[src/rtl/decode_stage.sv]
// decode_stage: registered RV32I/RV64I instruction-decode stage.
// Combinational decode of in_inst feeds a 2-entry FIFO: head is the output register, tail is the skid register.
// Optional M-extension acceptance is compiled in with the DECODE_RV_M_EN macro.
module decode_stage #(
    parameter  int XLEN    = 32,
    localparam int SHAMT_W = (XLEN == 64) ? 6 : 5
) (
    input  logic               clk,
    input  logic               rst,
    input  logic               flush,
    input  logic               in_valid,
    output logic               in_ready,
    input  logic [31:0]        in_inst,
    input  logic [XLEN-1:0]    in_pc,
    output logic               out_valid,
    input  logic               out_ready,
    output logic [XLEN-1:0]    out_pc,
    output logic [6:0]         out_opcode,
    output logic [4:0]         out_rd,
    output logic [4:0]         out_rs1,
    output logic [4:0]         out_rs2,
    output logic [2:0]         out_funct3,
    output logic [6:0]         out_funct7,
    output logic [XLEN-1:0]    out_imm,
    output logic [SHAMT_W-1:0] out_shamt,
    output logic [2:0]         out_type,
    output logic               out_uses_rs1,
    output logic               out_uses_rs2,
    output logic               out_writes_rd,
    output logic               out_illegal,
    output logic               out_is_muldiv
);

    localparam logic [2:0] TYPE_R = 3'd0;
    localparam logic [2:0] TYPE_I = 3'd1;
    localparam logic [2:0] TYPE_S = 3'd2;
    localparam logic [2:0] TYPE_B = 3'd3;
    localparam logic [2:0] TYPE_U = 3'd4;
    localparam logic [2:0] TYPE_J = 3'd5;

    localparam logic [6:0] OPC_LUI      = 7'b0110111;
    localparam logic [6:0] OPC_AUIPC    = 7'b0010111;
    localparam logic [6:0] OPC_OP       = 7'b0110011;
    localparam logic [6:0] OPC_OP_IMM   = 7'b0010011;
    localparam logic [6:0] OPC_JAL      = 7'b1101111;
    localparam logic [6:0] OPC_JALR     = 7'b1100111;
    localparam logic [6:0] OPC_BRANCH   = 7'b1100011;
    localparam logic [6:0] OPC_LOAD     = 7'b0000011;
    localparam logic [6:0] OPC_STORE    = 7'b0100011;
    localparam logic [6:0] OPC_MISC_MEM = 7'b0001111;
    localparam logic [6:0] OPC_SYSTEM   = 7'b1110011;

    typedef struct packed {
        logic [XLEN-1:0]    pc;
        logic [6:0]         opcode;
        logic [4:0]         rd;
        logic [4:0]         rs1;
        logic [4:0]         rs2;
        logic [2:0]         funct3;
        logic [6:0]         funct7;
        logic [XLEN-1:0]    imm;
        logic [SHAMT_W-1:0] shamt;
        logic [2:0]         typ;
        logic               uses_rs1;
        logic               uses_rs2;
        logic               writes_rd;
        logic               illegal;
        logic               is_muldiv;
    } entry_t;

    typedef enum logic [1:0] {EMPTY, ONE, TWO} state_t;

    state_t             r_state;
    state_t             w_next;
    entry_t             r_head_p1;
    entry_t             r_tail_p1;
    entry_t             w_dec_p0;
    logic               w_in_x;
    logic               w_out_x;
    logic               w_ld_head;
    logic               w_ld_tail;
    logic               w_shift;
    logic signed [31:0] w_imm32;
    logic               w_known;
    logic               w_ill_f;
    logic               w_muldiv;
    logic               w_rd_class;

    // Combinational decode of the incoming instruction word
    always_comb begin
        w_dec_p0 = '0;
        w_imm32  = '0;
        w_known  = 1'b1;
        w_ill_f  = 1'b0;
        w_muldiv = 1'b0;
        w_dec_p0.pc     = in_pc;
        w_dec_p0.opcode = in_inst[6:0];
        w_dec_p0.rs1    = in_inst[19:15];
        w_dec_p0.rs2    = in_inst[24:20];
        w_dec_p0.funct3 = in_inst[14:12];
        w_dec_p0.funct7 = in_inst[31:25];
        w_dec_p0.shamt  = in_inst[20 +: SHAMT_W];
        w_dec_p0.typ    = TYPE_I;
        case (in_inst[6:0])
            OPC_OP: begin
                w_dec_p0.typ = TYPE_R;
                if (in_inst[31:25] == 7'h20) begin
                    w_ill_f = !(in_inst[14:12] == 3'b000 || in_inst[14:12] == 3'b101);
                end else if (in_inst[31:25] == 7'h01) begin
`ifdef DECODE_RV_M_EN
                    w_muldiv = 1'b1;
`else
                    w_ill_f = 1'b1;
`endif
                end else begin
                    w_ill_f = (in_inst[31:25] != 7'h00);
                end
            end
            OPC_OP_IMM: begin
                if (in_inst[13:12] == 2'b01) begin
                    if (XLEN == 64) begin
                        w_ill_f = !(in_inst[31:26] == 6'b000000 ||
                                    (in_inst[14] && in_inst[31:26] == 6'b010000));
                    end else begin
                        w_ill_f = !(in_inst[31:25] == 7'b0000000 ||
                                    (in_inst[14] && in_inst[31:25] == 7'b0100000));
                    end
                end
            end
            OPC_JALR:     w_ill_f = (in_inst[14:12] != 3'b000);
            OPC_BRANCH: begin
                w_dec_p0.typ = TYPE_B;
                w_ill_f = (in_inst[14:13] == 2'b01);
            end
            OPC_STORE:    w_dec_p0.typ = TYPE_S;
            OPC_LUI, OPC_AUIPC: w_dec_p0.typ = TYPE_U;
            OPC_JAL:      w_dec_p0.typ = TYPE_J;
            OPC_LOAD, OPC_MISC_MEM, OPC_SYSTEM: w_dec_p0.typ = TYPE_I;
            default:      w_known = 1'b0;
        endcase
        case (w_dec_p0.typ)
            TYPE_I:  w_imm32 = $signed({{20{in_inst[31]}}, in_inst[31:20]});
            TYPE_S:  w_imm32 = $signed({{20{in_inst[31]}}, in_inst[31:25], in_inst[11:7]});
            TYPE_B:  w_imm32 = $signed({{19{in_inst[31]}}, in_inst[31], in_inst[7],
                                        in_inst[30:25], in_inst[11:8], 1'b0});
            TYPE_U:  w_imm32 = $signed({in_inst[31:12], 12'b0});
            TYPE_J:  w_imm32 = $signed({{11{in_inst[31]}}, in_inst[31], in_inst[19:12],
                                        in_inst[20], in_inst[30:21], 1'b0});
            default: w_imm32 = '0;
        endcase
        w_dec_p0.imm       = XLEN'(w_imm32);
        w_dec_p0.illegal   = (in_inst[1:0] != 2'b11) || !w_known || w_ill_f;
        w_dec_p0.is_muldiv = w_muldiv;
        w_dec_p0.uses_rs1  = (w_dec_p0.typ == TYPE_R) || (w_dec_p0.typ == TYPE_I) ||
                             (w_dec_p0.typ == TYPE_S) || (w_dec_p0.typ == TYPE_B);
        w_dec_p0.uses_rs2  = (w_dec_p0.typ == TYPE_R) || (w_dec_p0.typ == TYPE_S) ||
                             (w_dec_p0.typ == TYPE_B);
        w_rd_class         = (w_dec_p0.typ == TYPE_R) || (w_dec_p0.typ == TYPE_I) ||
                             (w_dec_p0.typ == TYPE_U) || (w_dec_p0.typ == TYPE_J);
        w_dec_p0.writes_rd = w_rd_class && !w_dec_p0.illegal && (in_inst[11:7] != 5'd0) &&
                             (in_inst[6:0] != OPC_SYSTEM) && (in_inst[6:0] != OPC_MISC_MEM);
        w_dec_p0.rd        = w_dec_p0.writes_rd ? in_inst[11:7] : 5'd0;
    end

    assign in_ready  = (r_state != TWO);
    assign out_valid = (r_state != EMPTY);
    assign w_in_x    = in_valid && in_ready;
    assign w_out_x   = out_valid && out_ready;

    // Occupancy next-state and FIFO load/shift enables; flush overrides everything
    always_comb begin
        w_next    = r_state;
        w_ld_head = 1'b0;
        w_ld_tail = 1'b0;
        w_shift   = 1'b0;
        if (flush) begin
            w_next = EMPTY;
        end else begin
            case (r_state)
                EMPTY: if (w_in_x) begin
                    w_next    = ONE;
                    w_ld_head = 1'b1;
                end
                ONE: begin
                    if (w_in_x && w_out_x) begin
                        w_ld_head = 1'b1;
                    end else if (w_in_x) begin
                        w_next    = TWO;
                        w_ld_tail = 1'b1;
                    end else if (w_out_x) begin
                        w_next = EMPTY;
                    end
                end
                TWO: if (w_out_x) begin
                    w_next  = ONE;
                    w_shift = 1'b1;
                end
                default: w_next = EMPTY;
            endcase
        end
    end

    // Occupancy state register
    always_ff @(posedge clk or posedge rst) begin
        if (rst) r_state <= EMPTY;
        else     r_state <= w_next;
    end

    // Stage p0 -> p1: head/tail entry storage, cleared to the idle pattern on reset
    always_ff @(posedge clk or posedge rst) begin
        if (rst) begin
            r_head_p1     <= '0;
            r_head_p1.typ <= TYPE_I;
            r_tail_p1     <= '0;
            r_tail_p1.typ <= TYPE_I;
        end else begin
            if (w_ld_head)    r_head_p1 <= w_dec_p0;
            else if (w_shift) r_head_p1 <= r_tail_p1;
            if (w_ld_tail)    r_tail_p1 <= w_dec_p0;
        end
    end

    assign out_pc        = r_head_p1.pc;
    assign out_opcode    = r_head_p1.opcode;
    assign out_rd        = r_head_p1.rd;
    assign out_rs1       = r_head_p1.rs1;
    assign out_rs2       = r_head_p1.rs2;
    assign out_funct3    = r_head_p1.funct3;
    assign out_funct7    = r_head_p1.funct7;
    assign out_imm       = r_head_p1.imm;
    assign out_shamt     = r_head_p1.shamt;
    assign out_type      = r_head_p1.typ;
    assign out_uses_rs1  = r_head_p1.uses_rs1;
    assign out_uses_rs2  = r_head_p1.uses_rs2;
    assign out_writes_rd = r_head_p1.writes_rd;
    assign out_illegal   = r_head_p1.illegal;
    assign out_is_muldiv = r_head_p1.is_muldiv;

endmodule
[config.mk]
export PLATFORM = sky130hd
export DESIGN_NAME = decode_stage
export DESIGN_NICKNAME = d
export VERILOG_FILES = /design/src/rtl/decode_stage.sv
export SDC_FILE = /design/constraint.sdc
export NUM_CORES = 1
export LEC_CHECK = 0
export ABC_CLOCK_PERIOD_IN_PS = 7100
export CAP_MARGIN = 15
export CORE_UTILIZATION = 47
export CTS_CLUSTER_SIZE = 25
export DETAILED_ROUTE_END_ITERATION = 7
export GPL_TIMING_DRIVEN = 0
export PLACE_DENSITY = 0.77
export SYNTH_ARGS = -nofsm -noshare
export SYNTH_HDL_FRONTEND = slang
export SYNTH_SLANG_ARGS = --single-unit
[constraint.sdc]
create_clock -name clk -period 7.1 [get_ports clk]
set_input_delay 1.42 -clock clk [delete_from_list [all_inputs] [get_ports clk]]
set_output_delay 1.42 -clock clk [all_outputs]
set_load 0.02 [all_outputs]
==> metrics.yaml, run 1 <==
worst_setup_path:
  path_max_fanout: 10
  worstPathArrival_ps: 4880
  critPathMaxStageDelay_ps: 570
  critPathSlowestCell: "clkdlybuf4s50_1"
  r2r_slack_ps: 4430
  worstPathCellList: "clkdlybuf4s50_1, buf_2, nor3b_2, o2111a_2, inv_2, ha_1, clkbuf_1, nor3b_1, and2_1, o21ai_0, o31ai_1, buf_2, o21ai_0"
  start_kind: "input port"
  critPathKind: "in -> reg"
  end_kind: "flop"
  required_ps: 7510
power:
  power.leakage_nw: 5.543
  vdd_ir_drop_max_mv: 0.1748
  p_int_mw: 2.375
  powerDensity_mw_per_mm2: 284.5
  combPwrFrac_pct: 22.1
  power_switching_mw: 1.016
  p_total_mw: 3.390
  p_sw_share_pct: 29.96
  clockPowerShare_pct: 31.7
  seqPwrFrac_pct: 46.2
clocking:
  cts-resized-gates: 0
  post_cts_buffers: 0
  cts.path.max_buffers: 3
  cts_made_buffers: 22
  clkSinkCount: 208
  cts_tree: "built"
  insertion_delay_ps: 520
  clk_pin_slew_ps: 60
  htreeDepth: 1
  root_buffer: "clkbuf_16"
  hold_buffers: 0
synth:
  syn-cell-area_mm2: 0.009128
  synth_fa_ha_area_share_pct: 0.1371
  synth_xor_area_share_pct: 0.1919
  syn_area_per_cell_um2: 9.410
  syn-num-nets: 1040
  synth_cell_types: 65
  yosysSeqAreaShare_pct: 57.05
  synthSimpleGateAreaFrac_pct: 20.81
  synth_top_family_by_area: "simple AND/OR/NAND/NOR gates"
  synth_ff_type: "dfrtp_1"
  synth-edff-count: 0
  synthArstFlopShare_pct: 100.0
  synth_compound_area_share_pct: 15.57
  synth_mux_area_share_pct: 2.111
  ys_ff_latch: 208
  syn_inst: 970
  yosys_warnings: 0
detailed_routing:
  dr.pass1.iters: 6
  drtAntennaViolNets: 0
  drcViolationCount: 0
  viasPerCell: 5.560
  vias: 8040
  drt-wirelength-per-cell_um: 18.87
  dr.first_iter.drc_count: 618
  drt-total-wl_mm: 27.29
timing:
  worst_slew_pin_slew_ps: 910.8
  drv_slew: 0
  timing.final.crit_period_ps: 4467
  fmax_ghz: 0.2239
  tns_ps: 0
  finalHoldViolations: 0
  finalSetupViolCount: 0
  setup_ws_ps: 2633
  skew_ps: 20.08
  slew_headroom_pct: 38.82
  grt_setup_unrepaired: "false"
  hold_ws_ps: 473.4
  finalCritPeriodShare_pct: 62.91
run:
  drv_cap: 0
floorplan:
  die_area_mm2: 0.01998
  start_util_pct: 48.31
  io_pins: 180
  die_x_um: 141.4
  core_mm2: 0.01889
  rows: 50
  die_y_um: 141.4
status:
  outcome: "complete, no violations"
placed_design:
  dpl_worst_slack_ps: 2253
  port_buffers: 176
  dp_hpwl_mm: 19.13
  placed_cell_area_mm2: 0.01125
  place.gp.congestion: 0.9526
global_route:
  grt_use_total_pct: 27.76
  antenna_found_initial: 0
  grt_pass1_wl_mm: 42.82
  grt-ovfl-total: 0
  grt_max_degree: 119
  grt_pass1_vias: 7776
min_path:
  min_path_type: "reg -> reg"
final_layout:
  antenna_cells: 0
  final_nets: 1241
  area_growth_pct: 30.55
  final_cell_area_mm2: 0.01192
  drive_gt1_share_pct: 7.673
[power groups by stage]
stage | combinational (mW) | clock, mW | sequential [mW]
after floorplan | 0.291 | 0 | 1.67
after global placement | 0.728 | 0 | 1.57
after detailed placement | 0.749 | 0 | 1.58
after CTS | 0.754 | 1.09 | 1.56
after global routing | 0.816 | 1.13 | 1.59
final | 0.749 | 1.07 | 1.57
[registers in the layout (all words and copies together) (netlist names), 5 cells and up]
signal	flops
out_rs1	5
out_imm	32
out_rs2	5
out_opcode	7
r_tail_p1	103
out_funct7	7
out_rd	5
out_pc	32
[placed cells by master, fill, tap and decap left out, types with 5 or more instances in the layout]
| cell | n |
|---|---|
| nand3_1 | 6 |
| inv_1 | 7 |
| clkdlybuf4s50_1 | 176 |
| clkbuf_16 | 22 |
| o22ai_1 | 20 |
| nor2_1 | 29 |
| a32oi_1 | 8 |
| buf_2 | 22 |
| a21oi_1 | 20 |
| a31oi_1 | 14 |
| o21ai_1 | 11 |
| clkbuf_1 | 40 |
| a22oi_1 | 58 |
| mux2i_1 | 17 |
| o21ai_0 | 48 |
| clkinv_2 | 5 |
| nand2b_1 | 5 |
| dfrtp_1 | 206 |
| nand2_1 | 367 |
| buf_1 | 5 |
| buf_4 | 10 |
| a221o_1 | 8 |
[cell usage after synthesis (2+ instances only)]
cell type	number	area share [%]
nor2_1	29	1.2
nor3b_2	2	0.27
o31a_1	2	0.19
clkbuf_1	33	1.4
nor3_2	3	0.33
a211oi_2	2	0.27
a21oi_1	20	1.1
o31ai_1	2	0.16
buf_4	10	0.82
a221o_1	8	0.88
a22o_1	3	0.29
a21o_1	2	0.16
mux2_2	2	0.25
dfstp_2	2	0.58
nor2b_1	4	0.27
buf_2	22	1.2
nand3_1	6	0.33
xor2_1	2	0.19
or4_1	3	0.25
nand4_1	2	0.14
o21ai_1	11	0.60
and2_1	4	0.27
nor4_1	4	0.27
inv_1	8	0.33
nor3b_1	2	0.16
o21ai_0	48	2.6
a22oi_1	58	4.8
dfrtp_1	206	56
a31o_2	2	0.19
nor3_1	4	0.22
o22ai_1	20	1.4
buf_1	5	0.21
a32oi_1	8	0.77
mux2i_1	17	1.9
nand2b_1	5	0.34
nand2_1	367	15
a31oi_1	14	0.96
[area by class of cell]
type                            count  area [um2]
Inverter                            9       41.29
Clock buffer                       32       618.1
Clock inverter                      7       48.80
Buffer                             71       339.1
Timing Repair Buffer              177        1789
Sequential cell                   208        5207
Multi-Input combinational cell    682        3547
Tap cell                          260       325.3
Fill cell                        1597        6977
[final timing paths]
kind,startpoint,endpoint,cells after the start
max in group asynchronous,rst,out_imm[18]$_DFFE_PP0P_,3
setup / recovery,in_inst[6],r_tail_p1[21]$_DFFE_PP0P_,13
hold reg to reg,out_pc[21]$_DFFE_PP0P_,out_pc[21]$_DFFE_PP0P_,2
min in group asynchronous,rst,r_tail_p1[95]$_DFFE_PP0P_,2
setup reg to reg,r_state[0]$_DFFE_PP0P_,out_pc[24]$_DFFE_PP0P_,6
hold / removal,out_pc[21]$_DFFE_PP0P_,out_pc[21]$_DFFE_PP0P_,2
[routing by layer]
layer	track usage, %	part of all wire, %	up-vias
met3	6.244	8.7	57
met1	37.18	42	3880
met4	11.04	3.4	0
met2	43.96	46	383
met5	0	0	-
li1	-	-	3720
[critical path: cells and delay by family]
kind            cells  cell delay (ps)
compound gates      4             1160
fa+ha+maj           1              180
buf+inv             5             1660
simple gates        3              420
[cell families after synthesis]
| kind of cell | count (synthesis) |
|---|---|
| fa+ha+maj | 1 |
| mux | 19 |
| xor+xnor | 2 |
| buf+inv | 80 |
| simple gates | 448 |
| flops | 208 |
| other cells | 1 |
| compound gates | 211 |
[through the flow]
step | util [%] | std cells
CTS | 63.07 | 1446
finish | 63.07 | 1446
detailed placement | 59.54 | 1407
global route | 63.07 | 1446
floorplan | - | 970
global placement | 59.36 | 1406
(Power assumes the default switching activity.)
==> run 2: changes to the inputs <==
- ABC_CLOCK_PERIOD_IN_PS: 7100 -> 3950
- clock period: 7.1 -> 3.95 ns (I/O delays scaled with it)
==> metrics.yaml, run 2 (synthesis results as in run 1) <==
status:
  outcome: "complete, no violations"
clocking:
  cts_made_buffers: 23
  cts.path.max_buffers: 3
  htreeDepth: 1
  clkSinkCount: 208
  hold_buffers: 0
  root_buffer: "clkbuf_16"
  cts-resized-gates: 0
  post_cts_buffers: 0
  cts_tree: "built"
  clk_pin_slew_ps: 60
  insertion_delay_ps: 520
final_layout:
  largest_reg_flops: 103
  final_nets: 1246
  final_common_cell: "nand2_1"
  largest_register: "r_tail_p1"
  n_fill_cell: 1553
  antenna_cells: 0
  area_growth_pct: 33.17
  fin_util_pct: 64.34
  drive_gt1_share_pct: 8.473
  mostFrequentLayoutCells: "nand2_1, dfrtp_1, clkdlybuf4s50_1"
detailed_routing:
  drtAntennaViolNets: 0
  drt-total-wl_mm: 28.16
  dr.pass1.iters: 5
  drcViolationCount: 0
  dr.first_iter.drc_count: 619
  vias: 8207
  viasPerCell: 5.652
  drt-wirelength-per-cell_um: 19.39
timing:
  fmax_ghz: 0.2718
  drv_slew: 0
  grt_setup_unrepaired: "false"
  slew_headroom_pct: 38.68
  timing.final.crit_period_ps: 3679
  finalCritPeriodShare_pct: 93.15
  worst_slew_pin_slew_ps: 912.8
  finalSetupViolCount: 0
  finalHoldViolations: 0
  skew_ps: 14.25
global_route:
  grt_pass1_vias: 7989
  grt_use_total_pct: 28.48
  grt_max_degree: 44
  grt-ovfl-total: 0
  antenna_found_initial: 0
  grt_pass1_wl_mm: 43.92
worst_setup_path:
  required_ps: 4330
  cpMostUsedCell: "o21ai_0"
  end_kind: "flop"
  worstPathCellList: "clkdlybuf4s50_1, buf_6, nor3b_2, o2111a_2, inv_2, ha_1, clkbuf_1, nor3b_1, and2_1, o21ai_0, o31ai_1, buf_2, o21ai_0"
  crit_buf_inv: 5
  reg2reg_depth: 6
  path_delay_family: "buffers and inverters"
  critPathSlowestCell: "clkdlybuf4s50_1"
  critPathMaxStageDelay_ps: 570
  path_max_fanout: 10
  cp_num_cells: 13
  start_kind: "input port"
  worstPathArrival_ps: 4060
  critPathKind: "in -> reg"
power:
  powerDensity_mw_per_mm2: 538.2
  power.leakage_nw: 5.658
  vdd_ir_drop_max_mv: 0.3039
  p_total_mw: 6.542
placed_design:
  place.gp.congestion: 0.9302
  port_buffers: 176
  dp_hpwl_mm: 19.71
floorplan:
  die_y_um: 141.4
  io_pins: 180
  start_util_pct: 48.31
  die_x_um: 141.4
  core_mm2: 0.01889
  rows: 50
  die_area_mm2: 0.01998
min_path:
  worstHoldPathCells: 2
  min_path_type: "reg -> reg"
run:
  drv_cap: 0
-- run 2: final timing paths --
check | startpoint | to | slack [ps]
setup reg to reg | r_state[1]$_DFFE_PP0P_ | out_rd[3]$_DFFE_PP0P_ | 1310
hold reg to reg | r_tail_p1[100]$_DFFE_PP0P_ | r_tail_p1[100]$_DFFE_PP0P_ | 470
setup / recovery | in_inst[4] | r_tail_p1[19]$_DFFE_PP0P_ | 270
min in group asynchronous | rst | r_tail_p1[95]$_DFFE_PP0P_ | 720
hold / removal | r_tail_p1[100]$_DFFE_PP0P_ | r_tail_p1[100]$_DFFE_PP0P_ | 470
max in group asynchronous | rst | out_opcode[4]$_DFFE_PP0P_ | 2360
-- run 2: cell type report --
class,instances,area [um2],share of cell area [%]
Clock buffer,30,641.9,5.281
Buffer,71,339.1,2.790
Multi-Input combinational cell,682,3547,29.18
Inverter,9,37.54,0.3088
Sequential cell,208,5207,42.84
Clock inverter,11,195.2,1.606
Tap cell,260,325.3,2.676
Timing Repair Buffer,181,1862,15.32
-- run 2: stage by stage --
stage	cell area [um2]	hold WS (ps)	worst slack, ps	cells	TNS, ps
after global placement	11220	457.0	-1149	1406	-233870
after floorplan	9131	445.5	461.4	970	0
final	12160	474.2	270.8	1452	0
after CTS	12160	477.1	372.9	1452	0
after global routing	12160	491.5	129.1	1452	0
after detailed placement	11320	461.6	-116.7	1411	-1826
-- run 2: power breakdown --
group | switching, mW | leakage (nW) | internal [mW]
Combinational | 0.737 | 2.64 | 0.626
Clock | 0.885 | 0.413 | 1.48
Sequential | 0.258 | 2.60 | 2.56
-- run 2: worst reg2reg max path: cells and delay by family (launching register included) --
kind	cells	cell delay (ps)
and+or+nand+nor	3	1030
buffers and inverters	2	940
DFF	1	430
AOI/OAI and AO/OA	1	150
-- run 2: metal layers --
| metal | part of all wire (%) | global-route usage, % | vias to the layer above |
|---|---|---|---|
| li1 | - | - | 3731 |
| met1 | 41 | 37.90 | 4039 |
| met2 | 47 | 45.21 | 372 |
| met3 | 8.1 | 6.277 | 65 |
| met4 | 3.6 | 11.90 | 0 |
| met5 | 0 | 0 | - |
==> run 3: changes to the inputs <==
- ABC_CLOCK_PERIOD_IN_PS: 3950 -> 4350
- CORE_UTILIZATION: 47 -> 56
- PLACE_DENSITY: 0.77 -> unset
- PLACE_DENSITY_LB_ADDON: unset -> 0.08
- SLEW_MARGIN: unset -> 5
- clock period: 3.95 -> 4.35 ns (I/O delays scaled with it)
==> metrics.yaml, run 3 (synthesis results as in run 1) <==
detailed_routing:
  dr.first_iter.drc_count: 670
  drtAntennaViolNets: 0
  drt-wirelength-per-cell_um: 19.01
  dr.pass1.iters: 5
  drt-total-wl_mm: 26.68
  drcViolationCount: 0
  vias: 8153
  viasPerCell: 5.811
timing:
  fmax_ghz: 0.2656
  worst_slew_pin_slew_ps: 851.3
  grt_setup_unrepaired: "false"
  finalSetupViolCount: 0
  drv_slew: 0
  slew_headroom_pct: 43.13
  finalHoldViolations: 0
  timing.final.crit_period_ps: 3765
  finalCritPeriodShare_pct: 86.56
  skew_ps: 9.560
power:
  p_int_mw: 3.835
  powerDensity_mw_per_mm2: 459.8
  combPwrFrac_pct: 22.5
  vdd_ir_drop_max_mv: 0.3111
  power_switching_mw: 1.628
  p_sw_share_pct: 29.80
  power.leakage_nw: 5.550
  p_total_mw: 5.463
  seqPwrFrac_pct: 46.7
  clockPowerShare_pct: 30.7
worst_setup_path:
  cp_num_cells: 13
  rr_startpoint: "r_state[1]$_DFFE_PP0P_"
  start_kind: "input port"
  cpMostUsedCell: "o21ai_0"
  end_kind: "flop"
  critPathKind: "in -> reg"
  path_max_fanout: 10
  reg2reg_depth: 6
  crit_buf_inv: 5
  r2r_end: "out_rs2[0]$_DFFE_PP0P_"
  critPathMaxStageDelay_ps: 540
  worstPathCellList: "clkdlybuf4s50_1, buf_6, nor3b_2, o2111a_2, inv_2, ha_1, clkbuf_1, nor3b_1, and2_1, o21ai_0, o31ai_1, buf_2, o21ai_0"
  critPathSlowestCell: "clkdlybuf4s50_1"
  path_delay_family: "buffers and inverters"
  required_ps: 4710
  worstPathArrival_ps: 4130
  r2r_slack_ps: 1840
final_layout:
  regArea_mm2: 0.005207
  final_cell_area_mm2: 0.01188
  largest_reg_flops: 103
  multi_input_area_mm2: 0.003547
  n_fill_cell: 1185
  antenna_cells: 0
  area_growth_pct: 30.16
  final_nets: 1244
  drive_gt1_share_pct: 7.666
  largest_register: "r_tail_p1"
  instances_no_fill: 1403
  mostFrequentLayoutCells: "nand2_1, dfrtp_1, clkdlybuf4s50_1"
  final_common_cell: "nand2_1"
global_route:
  grt_use_total_pct: 32.74
  antenna_found_initial: 1
  grt_pass1_wl_mm: 41.96
  grt_max_degree: 42
  grt-ovfl-total: 0
  grt_pass1_vias: 7980
min_path:
  worstHoldPathCells: 2
  min_path_type: "reg -> reg"
  holdPathEnd: "out_pc[22]$_DFFE_PP0P_"
  min_from: "out_pc[22]$_DFFE_PP0P_"
clocking:
  hold_buffers: 0
  cts-resized-gates: 0
  insertion_delay_ps: 500
  htreeDepth: 1
  clk_pin_slew_ps: 60
  cts_tree: "built"
  post_cts_buffers: 0
  cts.path.max_buffers: 3
  cts_made_buffers: 21
  clkSinkCount: 208
  root_buffer: "clkbuf_16"
floorplan:
  rows: 46
  io_pins: 180
  start_util_pct: 57.46
  die_x_um: 129.7
  core_mm2: 0.01589
  die_y_um: 129.7
  die_area_mm2: 0.01681
status:
  outcome: "complete, no violations"
placed_design:
  placed_cell_area_mm2: 0.01126
  place.gp.congestion: 0.9756
  dp_hpwl_mm: 19.14
  port_buffers: 176
  place_inst: 1367
run:
  drv_cap: 0
run 3: worst max-delay path by stage:
| stage | start | end | slack, ps |
|---|---|---|---|
| final | in_inst[4] | r_tail_p1[21]$_DFFE_PP0P_ | 580 |
| after global placement | rst | out_imm[15]$_DFFE_PP0P_ | -810 |
| after detailed placement | in_inst[4] | out_imm[8]$_DFFE_PP0P_ | 220 |
| after global routing | in_inst[6] | r_tail_p1[22]$_DFFE_PP0P_ | 440 |
| after floorplan | rst | out_funct3[0]$_DFFE_PP0P_ | 780 |
| after CTS | in_inst[4] | r_tail_p1[22]$_DFFE_PP0P_ | 710 |
run 3: final cells by class:
type | instances | area share, %
Buffer | 71 | 2.854
Clock buffer | 32 | 5.024
Clock inverter | 4 | 0.1685
Inverter | 9 | 0.3160
Multi-Input combinational cell | 682 | 29.86
Sequential cell | 208 | 43.83
Tap cell | 216 | 2.275
Timing Repair Buffer | 181 | 15.67
run 3: worst reg2reg max path: cells and delay by family (launching register included):
| kind | cells | cell delay, ps |
|---|---|---|
| AND/OR/NAND/NOR | 3 | 900 |
| buffers and inverters | 2 | 910 |
| flip-flops | 1 | 440 |
| AO/OA/AOI/OAI | 1 | 200 |
run 3: power by group through the flow:
stage          logic, mW  clock network, mW  registers [mW]
3_3_place_gp        1.18                  0            2.56
3_5_place_dp        1.23                  0            2.58
2_1_floorplan      0.475                  0            2.72
5_1_grt             1.35               1.74            2.59
6_report            1.23               1.68            2.55
4_1_cts             1.23               1.69            2.55
run 3: metrics by stage:
| step | setup TNS (ps) | hold slack (ps) | worst slack, ps | utilization, % |
|---|---|---|---|---|
| 2_1_floorplan | 0 | 445.5 | 781.4 | - |
| 3_3_place_gp | -162410 | 457.5 | -805.1 | 70.27 |
| 3_5_place_dp | 0 | 461.0 | 215.3 | 70.90 |
| 4_1_cts | 0 | 476.5 | 708.8 | 74.79 |
| 5_1_grt | 0 | 498.8 | 439.7 | 74.79 |
| 6_report | 0 | 473.7 | 584.7 | 74.79 |
run 3: per-layer routing:
layer	global-route usage [%]	vias up	share of wire, %
met1	42.40	3967	41
met3	7.060	74	8.1
met4	13.95	2	3.7
met2	53.51	377	47
met5	0	-	0.049
li1	-	3733	-
